--- src/rtl/rv32i_instr_encoder.sv ---
// rtl/rv32i_instr_encoder.sv - RV32I instruction encoder with range checks and word-address tagging
// Optional: ENCODER_NOP_ON_ERR_EN emits NOP for errored entries instead of dropping them.
package rv32i_pkg;
    typedef enum logic [5:0] {
        INSTR_ILLEGAL, INSTR_LUI, INSTR_AUIPC, INSTR_JAL, INSTR_JALR,
        INSTR_BEQ, INSTR_BNE, INSTR_BLT, INSTR_BGE, INSTR_BLTU, INSTR_BGEU,
        INSTR_LB, INSTR_LH, INSTR_LW, INSTR_LBU, INSTR_LHU,
        INSTR_SB, INSTR_SH, INSTR_SW,
        INSTR_ADDI, INSTR_SLTI, INSTR_SLTIU, INSTR_XORI, INSTR_ORI, INSTR_ANDI,
        INSTR_SLLI, INSTR_SRLI, INSTR_SRAI,
        INSTR_ADD, INSTR_SUB, INSTR_SLL, INSTR_SLT, INSTR_SLTU,
        INSTR_XOR, INSTR_SRL, INSTR_SRA, INSTR_OR, INSTR_AND
    } rv32i_instr_e;
endpackage

module rv32i_instr_encoder
    import rv32i_pkg::*;
#(
    parameter int ADDR_WIDTH = 10,
    parameter int BASE_ADDR  = 0
) (
    input  logic                  clk,
    input  logic                  rst,
    input  logic                  clear,
    input  logic                  in_valid,
    output logic                  in_ready,
    input  logic [5:0]            in_op,
    input  logic [4:0]            in_rd,
    input  logic [4:0]            in_rs1,
    input  logic [4:0]            in_rs2,
    input  logic [31:0]           in_imm,
    output logic                  out_valid,
    input  logic                  out_ready,
    output logic [31:0]           out_instr,
    output logic [ADDR_WIDTH-1:0] out_addr,
    output logic                  err,
    output logic [2:0]            err_code
);
    localparam logic [ADDR_WIDTH-1:0] BASE = ADDR_WIDTH'(BASE_ADDR);
    localparam logic [31:0]           NOP  = 32'h0000_0013;
`ifdef ENCODER_NOP_ON_ERR_EN
    localparam bit NOP_ON_ERR = 1'b1;
`else
    localparam bit NOP_ON_ERR = 1'b0;
`endif

    typedef enum logic [2:0] {FMT_BAD, FMT_R, FMT_I, FMT_SH, FMT_S, FMT_B, FMT_U, FMT_J} fmt_e;

    rv32i_instr_e      op;
    fmt_e              fmt;
    logic [2:0]        f3;
    logic [6:0]        f7;
    logic [6:0]        opc;
    logic [31:0]       enc;
    logic [2:0]        chk;
    logic signed [31:0] simm;
    logic              in_hs;
    logic              out_hs;
    logic              wrap;

    assign op       = rv32i_instr_e'(in_op);
    assign simm     = in_imm;
    assign in_ready = !out_valid || out_ready;
    assign in_hs    = in_valid && in_ready;
    assign out_hs   = out_valid && out_ready;
    assign wrap     = out_hs && (out_addr == '1);

    always_comb begin
        fmt = FMT_BAD;
        f3  = 3'd0;
        f7  = 7'd0;
        opc = 7'd0;
        case (op)
            INSTR_LUI:   begin fmt = FMT_U; opc = 7'h37; end
            INSTR_AUIPC: begin fmt = FMT_U; opc = 7'h17; end
            INSTR_JAL:   begin fmt = FMT_J; opc = 7'h6F; end
            INSTR_JALR:  begin fmt = FMT_I; opc = 7'h67; end
            INSTR_BEQ:   begin fmt = FMT_B; opc = 7'h63; f3 = 3'd0; end
            INSTR_BNE:   begin fmt = FMT_B; opc = 7'h63; f3 = 3'd1; end
            INSTR_BLT:   begin fmt = FMT_B; opc = 7'h63; f3 = 3'd4; end
            INSTR_BGE:   begin fmt = FMT_B; opc = 7'h63; f3 = 3'd5; end
            INSTR_BLTU:  begin fmt = FMT_B; opc = 7'h63; f3 = 3'd6; end
            INSTR_BGEU:  begin fmt = FMT_B; opc = 7'h63; f3 = 3'd7; end
            INSTR_LB:    begin fmt = FMT_I; opc = 7'h03; f3 = 3'd0; end
            INSTR_LH:    begin fmt = FMT_I; opc = 7'h03; f3 = 3'd1; end
            INSTR_LW:    begin fmt = FMT_I; opc = 7'h03; f3 = 3'd2; end
            INSTR_LBU:   begin fmt = FMT_I; opc = 7'h03; f3 = 3'd4; end
            INSTR_LHU:   begin fmt = FMT_I; opc = 7'h03; f3 = 3'd5; end
            INSTR_SB:    begin fmt = FMT_S; opc = 7'h23; f3 = 3'd0; end
            INSTR_SH:    begin fmt = FMT_S; opc = 7'h23; f3 = 3'd1; end
            INSTR_SW:    begin fmt = FMT_S; opc = 7'h23; f3 = 3'd2; end
            INSTR_ADDI:  begin fmt = FMT_I; opc = 7'h13; f3 = 3'd0; end
            INSTR_SLTI:  begin fmt = FMT_I; opc = 7'h13; f3 = 3'd2; end
            INSTR_SLTIU: begin fmt = FMT_I; opc = 7'h13; f3 = 3'd3; end
            INSTR_XORI:  begin fmt = FMT_I; opc = 7'h13; f3 = 3'd4; end
            INSTR_ORI:   begin fmt = FMT_I; opc = 7'h13; f3 = 3'd6; end
            INSTR_ANDI:  begin fmt = FMT_I; opc = 7'h13; f3 = 3'd7; end
            INSTR_SLLI:  begin fmt = FMT_SH; opc = 7'h13; f3 = 3'd1; end
            INSTR_SRLI:  begin fmt = FMT_SH; opc = 7'h13; f3 = 3'd5; end
            INSTR_SRAI:  begin fmt = FMT_SH; opc = 7'h13; f3 = 3'd5; f7 = 7'h20; end
            INSTR_ADD:   begin fmt = FMT_R; opc = 7'h33; f3 = 3'd0; end
            INSTR_SUB:   begin fmt = FMT_R; opc = 7'h33; f3 = 3'd0; f7 = 7'h20; end
            INSTR_SLL:   begin fmt = FMT_R; opc = 7'h33; f3 = 3'd1; end
            INSTR_SLT:   begin fmt = FMT_R; opc = 7'h33; f3 = 3'd2; end
            INSTR_SLTU:  begin fmt = FMT_R; opc = 7'h33; f3 = 3'd3; end
            INSTR_XOR:   begin fmt = FMT_R; opc = 7'h33; f3 = 3'd4; end
            INSTR_SRL:   begin fmt = FMT_R; opc = 7'h33; f3 = 3'd5; end
            INSTR_SRA:   begin fmt = FMT_R; opc = 7'h33; f3 = 3'd5; f7 = 7'h20; end
            INSTR_OR:    begin fmt = FMT_R; opc = 7'h33; f3 = 3'd6; end
            INSTR_AND:   begin fmt = FMT_R; opc = 7'h33; f3 = 3'd7; end
            default:     fmt = FMT_BAD;
        endcase
    end

    always_comb begin
        enc = 32'd0;
        chk = 3'd0;
        case (fmt)
            FMT_R:  enc = {f7, in_rs2, in_rs1, f3, in_rd, opc};
            FMT_I:  enc = {in_imm[11:0], in_rs1, f3, in_rd, opc};
            FMT_SH: enc = {f7, in_imm[4:0], in_rs1, f3, in_rd, opc};
            FMT_S:  enc = {in_imm[11:5], in_rs2, in_rs1, f3, in_imm[4:0], opc};
            FMT_B:  enc = {in_imm[12], in_imm[10:5], in_rs2, in_rs1, f3, in_imm[4:1], in_imm[11], opc};
            FMT_U:  enc = {in_imm[31:12], in_rd, opc};
            FMT_J:  enc = {in_imm[20], in_imm[10:1], in_imm[11], in_imm[19:12], in_rd, opc};
            default: enc = 32'd0;
        endcase
        // Checks in descending priority; the first failing one wins.
        if (fmt == FMT_BAD)
            chk = 3'd1;
        else if ((fmt == FMT_B || fmt == FMT_J) && in_imm[0])
            chk = 3'd3;
        else if (((fmt == FMT_I || fmt == FMT_S) && (simm < -2048 || simm > 2047)) ||
                 (fmt == FMT_SH && (simm < 0 || simm > 31)) ||
                 (fmt == FMT_B && (simm < -4096 || simm > 4094)) ||
                 (fmt == FMT_J && (simm < -1048576 || simm > 1048574)))
            chk = 3'd2;
        else if (fmt == FMT_U && in_imm[11:0] != 12'd0)
            chk = 3'd4;
    end

    always_ff @(posedge clk) begin
        if (rst || clear) begin
            out_valid <= 1'b0;
            out_instr <= 32'd0;
            out_addr  <= BASE;
            err       <= 1'b0;
            err_code  <= 3'd0;
        end else begin
            // out_addr is the address of the presented word, or of the next one when idle.
            if (out_hs)
                out_addr <= out_addr + 1'b1;
            if (in_hs && (chk == 3'd0 || NOP_ON_ERR)) begin
                out_valid <= 1'b1;
                out_instr <= (chk == 3'd0) ? enc : NOP;
            end else if (out_hs) begin
                out_valid <= 1'b0;
            end
            if (!err) begin
                if (wrap)
                    err_code <= 3'd5;
                else if (in_hs && chk != 3'd0)
                    err_code <= chk;
            end
            if (wrap || (in_hs && chk != 3'd0))
                err <= 1'b1;
        end
    end
endmodule

--- config.mk ---
export PLATFORM = sky130hd
export DESIGN_NAME = rv32i_instr_encoder
export DESIGN_NICKNAME = d
export VERILOG_FILES = /design/src/rtl/rv32i_instr_encoder.sv
export SDC_FILE = /design/constraint.sdc
export NUM_CORES = 1
export LEC_CHECK = 0
export CAP_MARGIN = 20
export CELL_PAD_IN_SITES_DETAIL_PLACEMENT = 0
export CELL_PAD_IN_SITES_GLOBAL_PLACEMENT = 1
export CORE_MARGIN = 5
export CORE_UTILIZATION = 35
export CTS_CLUSTER_DIAMETER = 60
export DETAILED_ROUTE_END_ITERATION = 10
export GPL_TIMING_DRIVEN = 0
export PLACE_DENSITY = 0.87
export SYNTH_ARGS = -nofsm -noshare
export SYNTH_HDL_FRONTEND = slang
export SYNTH_SLANG_ARGS = --single-unit
--- constraint.sdc ---
create_clock -name clk -period 6.3 [get_ports clk]
set_clock_uncertainty 0.2 [all_clocks]
set_input_delay 0.63 -clock clk [delete_from_list [all_inputs] [get_ports clk]]
set_output_delay 0.63 -clock clk [all_outputs]
set_load 0.01 [all_outputs]
# Yosys cells after proc, flatten, opt, wreduce, memory -nomap -nowiden
# Cells that the tools add are included.
dict set report op_classes {
  n_bitwise 1
  add_sub_neg 1
  eq_ne 45
  reduce_logical 47
  mux 14
  div 0
  mul 0
  shifts 0
  order_cmp 8
}
# op n
set op_table {}
lappend op_table {{$pmux W32 S7} 1}
lappend op_table {{$eq A6 B5 Y1 const B} 16}
lappend op_table {{$pmux W7 S9} 1}
lappend op_table {{$eq A6 B4 Y1 const B} 8}
lappend op_table {{$pmux W3 S7} 2}
lappend op_table {{$eq A6 B6 Y1 const B} 6}
lappend op_table {{$gt A32 B12 Y1 const B} 1}
lappend op_table {{$gt A32 B13 Y1 const B} 1}
lappend op_table {{$gt A32 B21 Y1 const B} 1}
lappend op_table {{$gt A32 B6 Y1 const B} 1}
lappend op_table {{$lt A32 B1 Y1 const B} 1}
lappend op_table {{$lt A32 B12 Y1 const B} 1}
lappend op_table {{$lt A32 B13 Y1 const B} 1}
lappend op_table {{$lt A32 B21 Y1 const B} 1}
lappend op_table {{$mux W32} 1}
lappend op_table {{$eq A6 B3 Y1 const B} 4}
lappend op_table {{$mux W3} 6}
lappend op_table {{$reduce_or A3 Y1} 5}
lappend op_table {{$eq A3 B3 Y1 const B} 4}
lappend op_table {{$eq A6 B2 Y1 const B} 2}
lappend op_table {{$logic_or A1 B1 Y1} 12}
lappend op_table {{$reduce_bool A12 Y1} 1}
lappend op_table {{$reduce_or A12 Y1} 1}
lappend op_table {{$reduce_or A6 Y1} 2}
lappend op_table {{other kinds (19)} 36}
dict set report totals {
  latchBits 0
  mem_bits_rw 0
  mem_bits_ro 0
  input_bits 58
  memories 0
  regBits 47
}

# Depth between registers and ports, before layout
# Gate-level depths: netlist of the first run.
dict set report logic_depth {
  ltp_word 16
  mapped_depth 11
}

# Least setup slack after synthesis of the first run
# OpenSTA, ideal clock, no wires.
dict set report synth_timing {
  kind {input -> register}
  from {in in_op[2]}
  to {reg out_instr[14]}
  path_buffers 4
  arrival_ps 2549
  stages 11
  setup_time_ps 142
  slack_ps 3409
  t_required_ps 5958
  cell_sequence {buf_2 > or4_1 > buf_2 > nor4_2 > o21a_1 > o211ai_2 > and4b_1 > buf_6 > buf_8 > a21oi_1 > a311oi_1}
}
dict set report synth_via {
  elab_chain_len 14
  word_cells_on_any_way 79
}
# element line
set synth_rtl {}
lappend synth_rtl {{from (decl)} 27} ;# input logic [5:0] in_op,
lappend synth_rtl {{$eq A6 B5 Y1 (tied with other cells)} 73} ;# case (op)
lappend synth_rtl {{$reduce_or A12 Y1 (no line) (tied with other cells)} n/a}
lappend synth_rtl {{$pmux W3 S7} 73}
lappend synth_rtl {{$eq A3 B2 Y1 / $eq A3 B3 Y1 (equally long branches)} {118, 133}}
lappend synth_rtl {{$logic_or A1 B1 Y1} 133} ;# else if (((fmt == FMT_I || fmt == FMT_S) && (simm < -2048 || simm > 2047)) ||
lappend synth_rtl {{$logic_and A1 B1 Y1} 133}
lappend synth_rtl {{$logic_or A1 B1 Y1} 133}
lappend synth_rtl {{$logic_or A1 B1 Y1} 134} ;# (fmt == FMT_SH && (simm < 0 || simm > 31)) ||
lappend synth_rtl {{$logic_or A1 B1 Y1} 135} ;# (fmt == FMT_B && (simm < -4096 || simm > 4094)) ||
lappend synth_rtl {{$mux W3} 133}
lappend synth_rtl {{$mux W3} 131} ;# else if ((fmt == FMT_B || fmt == FMT_J) && in_imm[0])
lappend synth_rtl {{$mux W3} 129} ;# if (fmt == FMT_BAD)
lappend synth_rtl {{$logic_not A3 Y1} {153, 155}}
lappend synth_rtl {{$mux W32 / $logic_and A1 B1 Y1 (equally long branches)} {155, 153}}
lappend synth_rtl {{to (signal assigned)} 155} ;# out_instr <= (chk == 3'd0) ? enc : NOP;
lappend synth_rtl {{to (decl)} 34} ;# output logic [31:0] out_instr,
# Parallel ways exist; a longest one is shown, timed or not.
# A chain may end at the register's enable or synchronous reset.

# Worst setup path in the final report of the first run
dict set report layout_timing {
  from {in in_op[0]}
  to {reg out_instr[14]}
}
# The elaborated chain is that of the path after synthesis.

==> results of run 1 <==
## worst reg2reg max path: stages, from the launching register on
cell and delay, ns:
sky130_fd_sc_hd__dfxtp_1 0.35, sky130_fd_sc_hd__and2_1 0.12, sky130_fd_sc_hd__clkbuf_1 0.21, sky130_fd_sc_hd__and3_1 0.23, sky130_fd_sc_hd__nor2b_1 0.21, sky130_fd_sc_hd__and3_1 0.25, sky130_fd_sc_hd__nor2_1 0.10, sky130_fd_sc_hd__a41o_1 0.26
sky130_fd_sc_hd__a221oi_1 0.20
## power breakdown
part	internal (uW)	total [uW]	switching [uW]
Combinational	98.0	216	118
Sequential	298	302	4.51
Clock	79.7	199	119
## metal layers
| metal | up-vias | routed length [um] | GRT usage, % |
|---|---|---|---|
| li1 | 1824 | - | - |
| met1 | 1779 | 5250 | 27.78 |
| met2 | 195 | 5971 | 36.83 |
| met3 | 29 | 886 | 2.732 |
| met4 | 0 | 301 | 6.568 |
| met5 | - | 0 | 0 |
## flip-flops by register name, summed over array words and instances, names as in the netlist
| name | count |
|---|---|
| err | 1 |
| out_instr | 31 |
| out_valid | 1 |
| out_addr | 10 |
| err_code | 3 |
## path summary, 6_finish.rpt
path	startpoint	endpoint	slack (ns)	cells after the start
worst max register to register	out_valid	err_code[2]	4.08	8
worst min register to register	out_instr[16]	out_instr[16]	0.26	2
worst max-delay path	in_op[0]	out_instr[14]	2.82	9
worst min-delay path	out_instr[16]	out_instr[16]	0.26	2
## synth_stat cells (8+ instances only)
cell	count	area, um2
sky130_fd_sc_hd__inv_1	9	33.78
sky130_fd_sc_hd__mux2i_1	9	90.09
sky130_fd_sc_hd__a21oi_1	33	165.2
sky130_fd_sc_hd__nor2b_1	10	62.56
sky130_fd_sc_hd__nor2_1	31	116.4
sky130_fd_sc_hd__o21ai_0	22	110.1
sky130_fd_sc_hd__nand2_1	57	214.0
sky130_fd_sc_hd__nor3_1	21	105.1
sky130_fd_sc_hd__nand4_1	8	50.05
sky130_fd_sc_hd__clkbuf_1	14	52.55
sky130_fd_sc_hd__nand3_1	13	65.06
sky130_fd_sc_hd__nor4_1	10	62.56
sky130_fd_sc_hd__dfxtp_1	46	920.9
## layout make-up
class / count / share of cell area, %
inverter: 9 / 0.7494
clock buffer: 5 / 1.527
buffer: 36 / 4.246
tap: 111 / 3.081
multi-input combinational: 345 / 46.57
clock inverter: 3 / 0.5273
sequential: 46 / 20.43
timing repair buffer: 103 / 22.87
## cells by family (layout without fill, tap and decap cells)
group,count (synthesis),count (layout),synth area share [%]
muxes,13,13,4.163
adders and majority gates,2,2,0.6939
and+or+nand+nor,190,190,29.99
AOI/OAI and AO/OA,127,127,26.33
DFF,46,46,28.37
buffers and inverters,45,156,6.939
xor gates and xnor gates,13,13,3.508
## through the flow
| stage | hold slack (ns) | setup WS [ns] | instances |
|---|---|---|---|
| after floorplan | 0.2823 | 3.409 | 436 |
| after global placement | 0.2469 | 2.632 | 650 |
| after detailed placement | 0.2534 | 2.619 | 650 |
| after CTS | 0.2675 | 2.933 | 658 |
| after global routing | 0.2935 | 2.606 | 658 |
| final | 0.2649 | 2.817 | 658 |
==> impl_metrics.ini, run 1 <==
[timing]
slew_violations = 0
relSlewSlack_pct = 40.60
fin_tns_setup_ns = 0
clock.fmax_mhz = 287.1
setup_viol_count_final = 0
min_period_over_period_pct = 55.29
tightestPinTransition_ns = 0.8909
rsz0062_at_grt = false
endpoints_failing_hold = 0
final.min_clock_period_ns = 3.483

[cts]
htreeDepth = 2
clock_tree.root_cell = sky130_fd_sc_hd__clkbuf_8
clk_pin_slew_worst_paths_ns = 0.10
cts_repair_resize_count = 0
cts_hold_buffers = 0
cts_tree = built
clkLatencyLatePin_ns = 0.32
clock_buffer_depth = 2
numCtsBuffers = 5
cts_setup_buffers = 0
cts_sinks = 46

[floorplanning]
row_count = 35
fp.dieArea_um2 = 11300
floorplan.io_pins = 106
initial_cell_density_of_the_core_pct = 35.46
fp.coreArea_um2 = 9153
die_h_um = 106.3
die_w_um = 106.3

[detailed_routing]
mean_number_of_vias_per_cell = 5.816
postRouteAntennaNets = 0
post_drt_wl_per_cell_um = 18.86
dr_total_vias = 3827
drtPass1Iterations = 6
drt_first_iter_violations = 374
postRouteWirelength_um = 12410
final_routed_drc_violation_total = 0

[setup_path]
most_prevalent_standard_cell_on_the_critical_path = sky130_fd_sc_hd__o21ai_0
critical_path_startpoint_category = primary input
worst-path-max-fanout = 10
worstSetupPathType = primary input to flop
cpPeakStageDelay_ns = 0.49
cp_num_buf_inv = 2
crit_arrival_ns = 3.45
path_cells = clkdlybuf4s50_1 > buf_2 > o21ai_0 > o22ai_1 > a21boi_0 > o21ai_0 > nand4b_4 > nor2_2 > a311oi_1
critPathCaptureType = flop
timing.critical_path.required_ns = 6.27
slowest_stage = sky130_fd_sc_hd__nor2_2
path_delay_family = compound AO/OA/AOI/OAI gates

[placed_design]
placement.cell_area_um2 = 4415
port_buffers = 103
dp.final_hpwl_um = 9870
place_congestion = 0.9426

[global_routing]
first_pass_grt_wire_length_um = 19490
grt-ovfl-total = 0
grt_antenna_before_repair = 0
first_global_vias = 3658
maximum_number_of_pins_on_one_net_before_global_route_repair = 17
track_usage_pct = 21.40

[power]
design_power_total_uw = 717.5
ir_worst_vdd_v = 0.00008709
power.density_nw_per_um2 = 159.2
power.leakage_uw = 0.001543

[synth]
post_synth_design_cell_area_um2 = 3246
syn_inst = 436
synth-edff-count = 0
synth.yosys.seq_area_share_pct = 28.37
postSynthNetCount = 495
yosys_warnings = 0
syn-mean-instance-area_um2 = 7.444
synth-async-reset-ratio_pct = 0
yosys_most_used_dff = sky130_fd_sc_hd__dfxtp_1
post_synth_num_cell_types = 67
synth.ff_latch_count = 46

[flow_run]
max_cap_viol_count = 0

[min_path]
min-delay-path-class = flop to flop

[finish]
syn_to_final_growth_pct = 38.90
ff_latch_area_um2 = 920.9
layout.cells.most_common = sky130_fd_sc_hd__clkdlybuf4s50_1
postLayoutCoreUtil_pct = 49.25
antennaDiodeCount = 0
post_layout_instance_area_um2 = 4508
final_cell_mix = sky130_fd_sc_hd__clkdlybuf4s50_1, sky130_fd_sc_hd__nand2_1, sky130_fd_sc_hd__dfxtp_1, sky130_fd_sc_hd__a21oi_1, sky130_fd_sc_hd__nor2_1
multi_input_area_um2 = 2100
finish.net_count = 605
fillerInstances = 932
drive_above_1_share_pct = 7.861

[run_status]
run_status = finished clean
Power figures use the tool's default switching activity.
==> run 2, diff against run 1 <==
Settings changed: CORE_UTILIZATION 35 to 33, PLACE_DENSITY 0.87 to 0.83.
Clock period 6.3 ns to 3.63 ns, I/O delays scaled along.
==> run 2 against run 1 <==
Effect of this change: sequential power up 74%; critical path depth unchanged; critical path type unchanged; register-to-register slack worse by 2.7 ns; critical endpoint is now out_instr[22]; final area grew 0.56%; power rose by 71%; combinational power grew 73%; sequential share of layout area is 0.11 points lower; largest cell class unchanged; largest power group unchanged; flip-flop and latch count stayed put; non-clock buffer count is the same.
==> impl_metrics.ini, run 2 (synthesized netlist as in run 1, its figures left out) <==
[finish]
drive_above_1_share_pct = 7.861
final_cell_mix = sky130_fd_sc_hd__clkdlybuf4s50_1, sky130_fd_sc_hd__nand2_1, sky130_fd_sc_hd__dfxtp_1, sky130_fd_sc_hd__a21oi_1, sky130_fd_sc_hd__nor2_1
ff_latch_area_um2 = 920.9
largest_register_ff_count = 31
layout.cells.most_common = sky130_fd_sc_hd__clkdlybuf4s50_1
syn_to_final_growth_pct = 39.67
antennaDiodeCount = 0
fillerInstances = 1004
regMostFlops = out_instr
finish.net_count = 605
biggest_regs = out_instr (31), out_addr (10), err_code (3)
multi_input_area_um2 = 2100

[floorplanning]
floorplan.io_pins = 106
fp.dieArea_um2 = 11920
fp.coreArea_um2 = 9684
row_count = 36
die_h_um = 109.2
initial_cell_density_of_the_core_pct = 33.51
die_w_um = 109.2

[cts]
clkLatencyLatePin_ns = 0.30
clk_pin_slew_worst_paths_ns = 0.09
cts_repair_resize_count = 0
clock_tree.root_cell = sky130_fd_sc_hd__clkbuf_8
cts_sinks = 46
cts_tree = built
clock_buffer_depth = 2
cts_hold_buffers = 0
htreeDepth = 2
numCtsBuffers = 5
cts_setup_buffers = 0

[timing]
setup_viol_count_final = 0
final.min_clock_period_ns = 3.280
clock.fmax_mhz = 304.9
tightestPinTransition_ns = 0.9121
relSlewSlack_pct = 39.20
rsz0062_at_grt = false
endpoints_failing_hold = 0
fin_hold_ws_ns = 0.2693
min_period_over_period_pct = 90.36
slew_violations = 0
fin_tns_setup_ns = 0
setup_slack_ns = 0.3499

[detailed_routing]
drtPass1Iterations = 6
final_routed_drc_violation_total = 0
drt_first_iter_violations = 274
dr_total_vias = 3763
postRouteAntennaNets = 0
mean_number_of_vias_per_cell = 5.534
post_drt_wl_per_cell_um = 17.99
postRouteWirelength_um = 12230

[min_path]
min-delay-path-class = flop to flop
worst_hold_path.endpoint = out_instr[10]
worst_hold_path_cell_count = 2
worst_hold_startpoint = out_instr[10]

[setup_path]
path_cells = clkdlybuf4s50_1 > buf_2 > o21ai_0 > o22ai_1 > a21boi_0 > o21ai_0 > nand4b_4 > a2111oi_0 > nor3_1
setup.reg_to_reg.worst_slack_ns = 1.35
worst-path-max-fanout = 10
timing.rr.start = out_valid
worstSetupPathType = primary input to flop
timing.critical_path.required_ns = 3.60
crit_arrival_ns = 3.25
worstRegToRegCells = 8
cp.depth = 9
slowest_stage = sky130_fd_sc_hd__a2111oi_0
cp_num_buf_inv = 2
crit-reg2reg-capture = err_code[0]
critical_path_startpoint_category = primary input
critPathCaptureType = flop
most_prevalent_standard_cell_on_the_critical_path = sky130_fd_sc_hd__o21ai_0
path_delay_family = compound AO/OA/AOI/OAI gates
cpPeakStageDelay_ns = 0.56

[power]
power.density_nw_per_um2 = 269.9
power.leakage_uw = 0.001547
ir_worst_vdd_v = 0.0001741
design_power_total_uw = 1224

[global_routing]
first_global_vias = 3782
track_usage_pct = 20.42
grt_antenna_before_repair = 0
first_pass_grt_wire_length_um = 19220
grt-ovfl-total = 0
maximum_number_of_pins_on_one_net_before_global_route_repair = 16

[placed_design]
dp.final_hpwl_um = 9911
dpl_worst_slack_ns = 0.1621
place_congestion = 0.9380
port_buffers = 103

[run_status]
run_status = finished clean

[flow_run]
max_cap_viol_count = 0
-- run 2: cell count changes in the layout (fill, tap and decap cells not counted), sizes merged --
cell,delta
clkinv,+2
clkinvlp,-1
inv,-1
-- run 2: metrics by stage --
step / area (um2) / std cells / util, %
after global routing: 4533 / 680 / 46.81
after global placement: 4443 / 672 / 45.88
after CTS: 4533 / 680 / 46.81
after floorplan: 3246 / 436 / -
final: 4533 / 680 / 46.81
after detailed placement: 4443 / 672 / 45.88
-- run 2: where the power goes --
part / switching [uW] / total (uW) / internal [uW] / leakage, uW
registers: 8.60 / 526 / 517 / 0.000372
clock network: 189 / 325 / 136 / 0.0000441
logic: 203 / 373 / 170 / 0.00113
total: 401 / 1220 / 823 / 0.00155
-- run 2: worst reg2reg max path: stages (launching register included) --
cell                       delay (ns)
sky130_fd_sc_hd__dfxtp_1         0.35
sky130_fd_sc_hd__and2_1          0.13
sky130_fd_sc_hd__clkbuf_1        0.21
sky130_fd_sc_hd__and3_1          0.23
sky130_fd_sc_hd__nor2b_1         0.22
sky130_fd_sc_hd__and3_1          0.25
sky130_fd_sc_hd__nor2_1          0.11
sky130_fd_sc_hd__a41o_1          0.28
sky130_fd_sc_hd__a221oi_1        0.20
-- run 2: how the worst max path moves through the flow --
stage          startpoint             to
2_1_floorplan    in_op[2]  out_instr[14]
3_3_place_gp     in_op[0]  out_instr[31]
3_5_place_dp     in_op[0]  out_instr[22]
4_1_cts          in_op[0]  out_instr[22]
5_1_grt          in_op[0]  out_instr[31]
6_report         in_op[0]  out_instr[22]
-- run 2: area by class of cell --
class / instances / share of cell area [%]
clock buffer: 5 / 1.518
tap: 133 / 3.671
inverter: 9 / 0.7452
timing repair buffer: 103 / 22.74
sequential: 46 / 20.31
buffer: 36 / 4.223
clock inverter: 3 / 0.4692
multi-input combinational: 345 / 46.32
-- run 2: layer usage --
layer / up-vias / share of wire [%] / global-route usage, %
met5: - / 0 / 0
met3: 16 / 6.0 / 4.263
li1: 1822 / - / -
met4: 0 / 1.8 / 6.144
met2: 136 / 48 / 34.17
met1: 1789 / 44 / 26.38
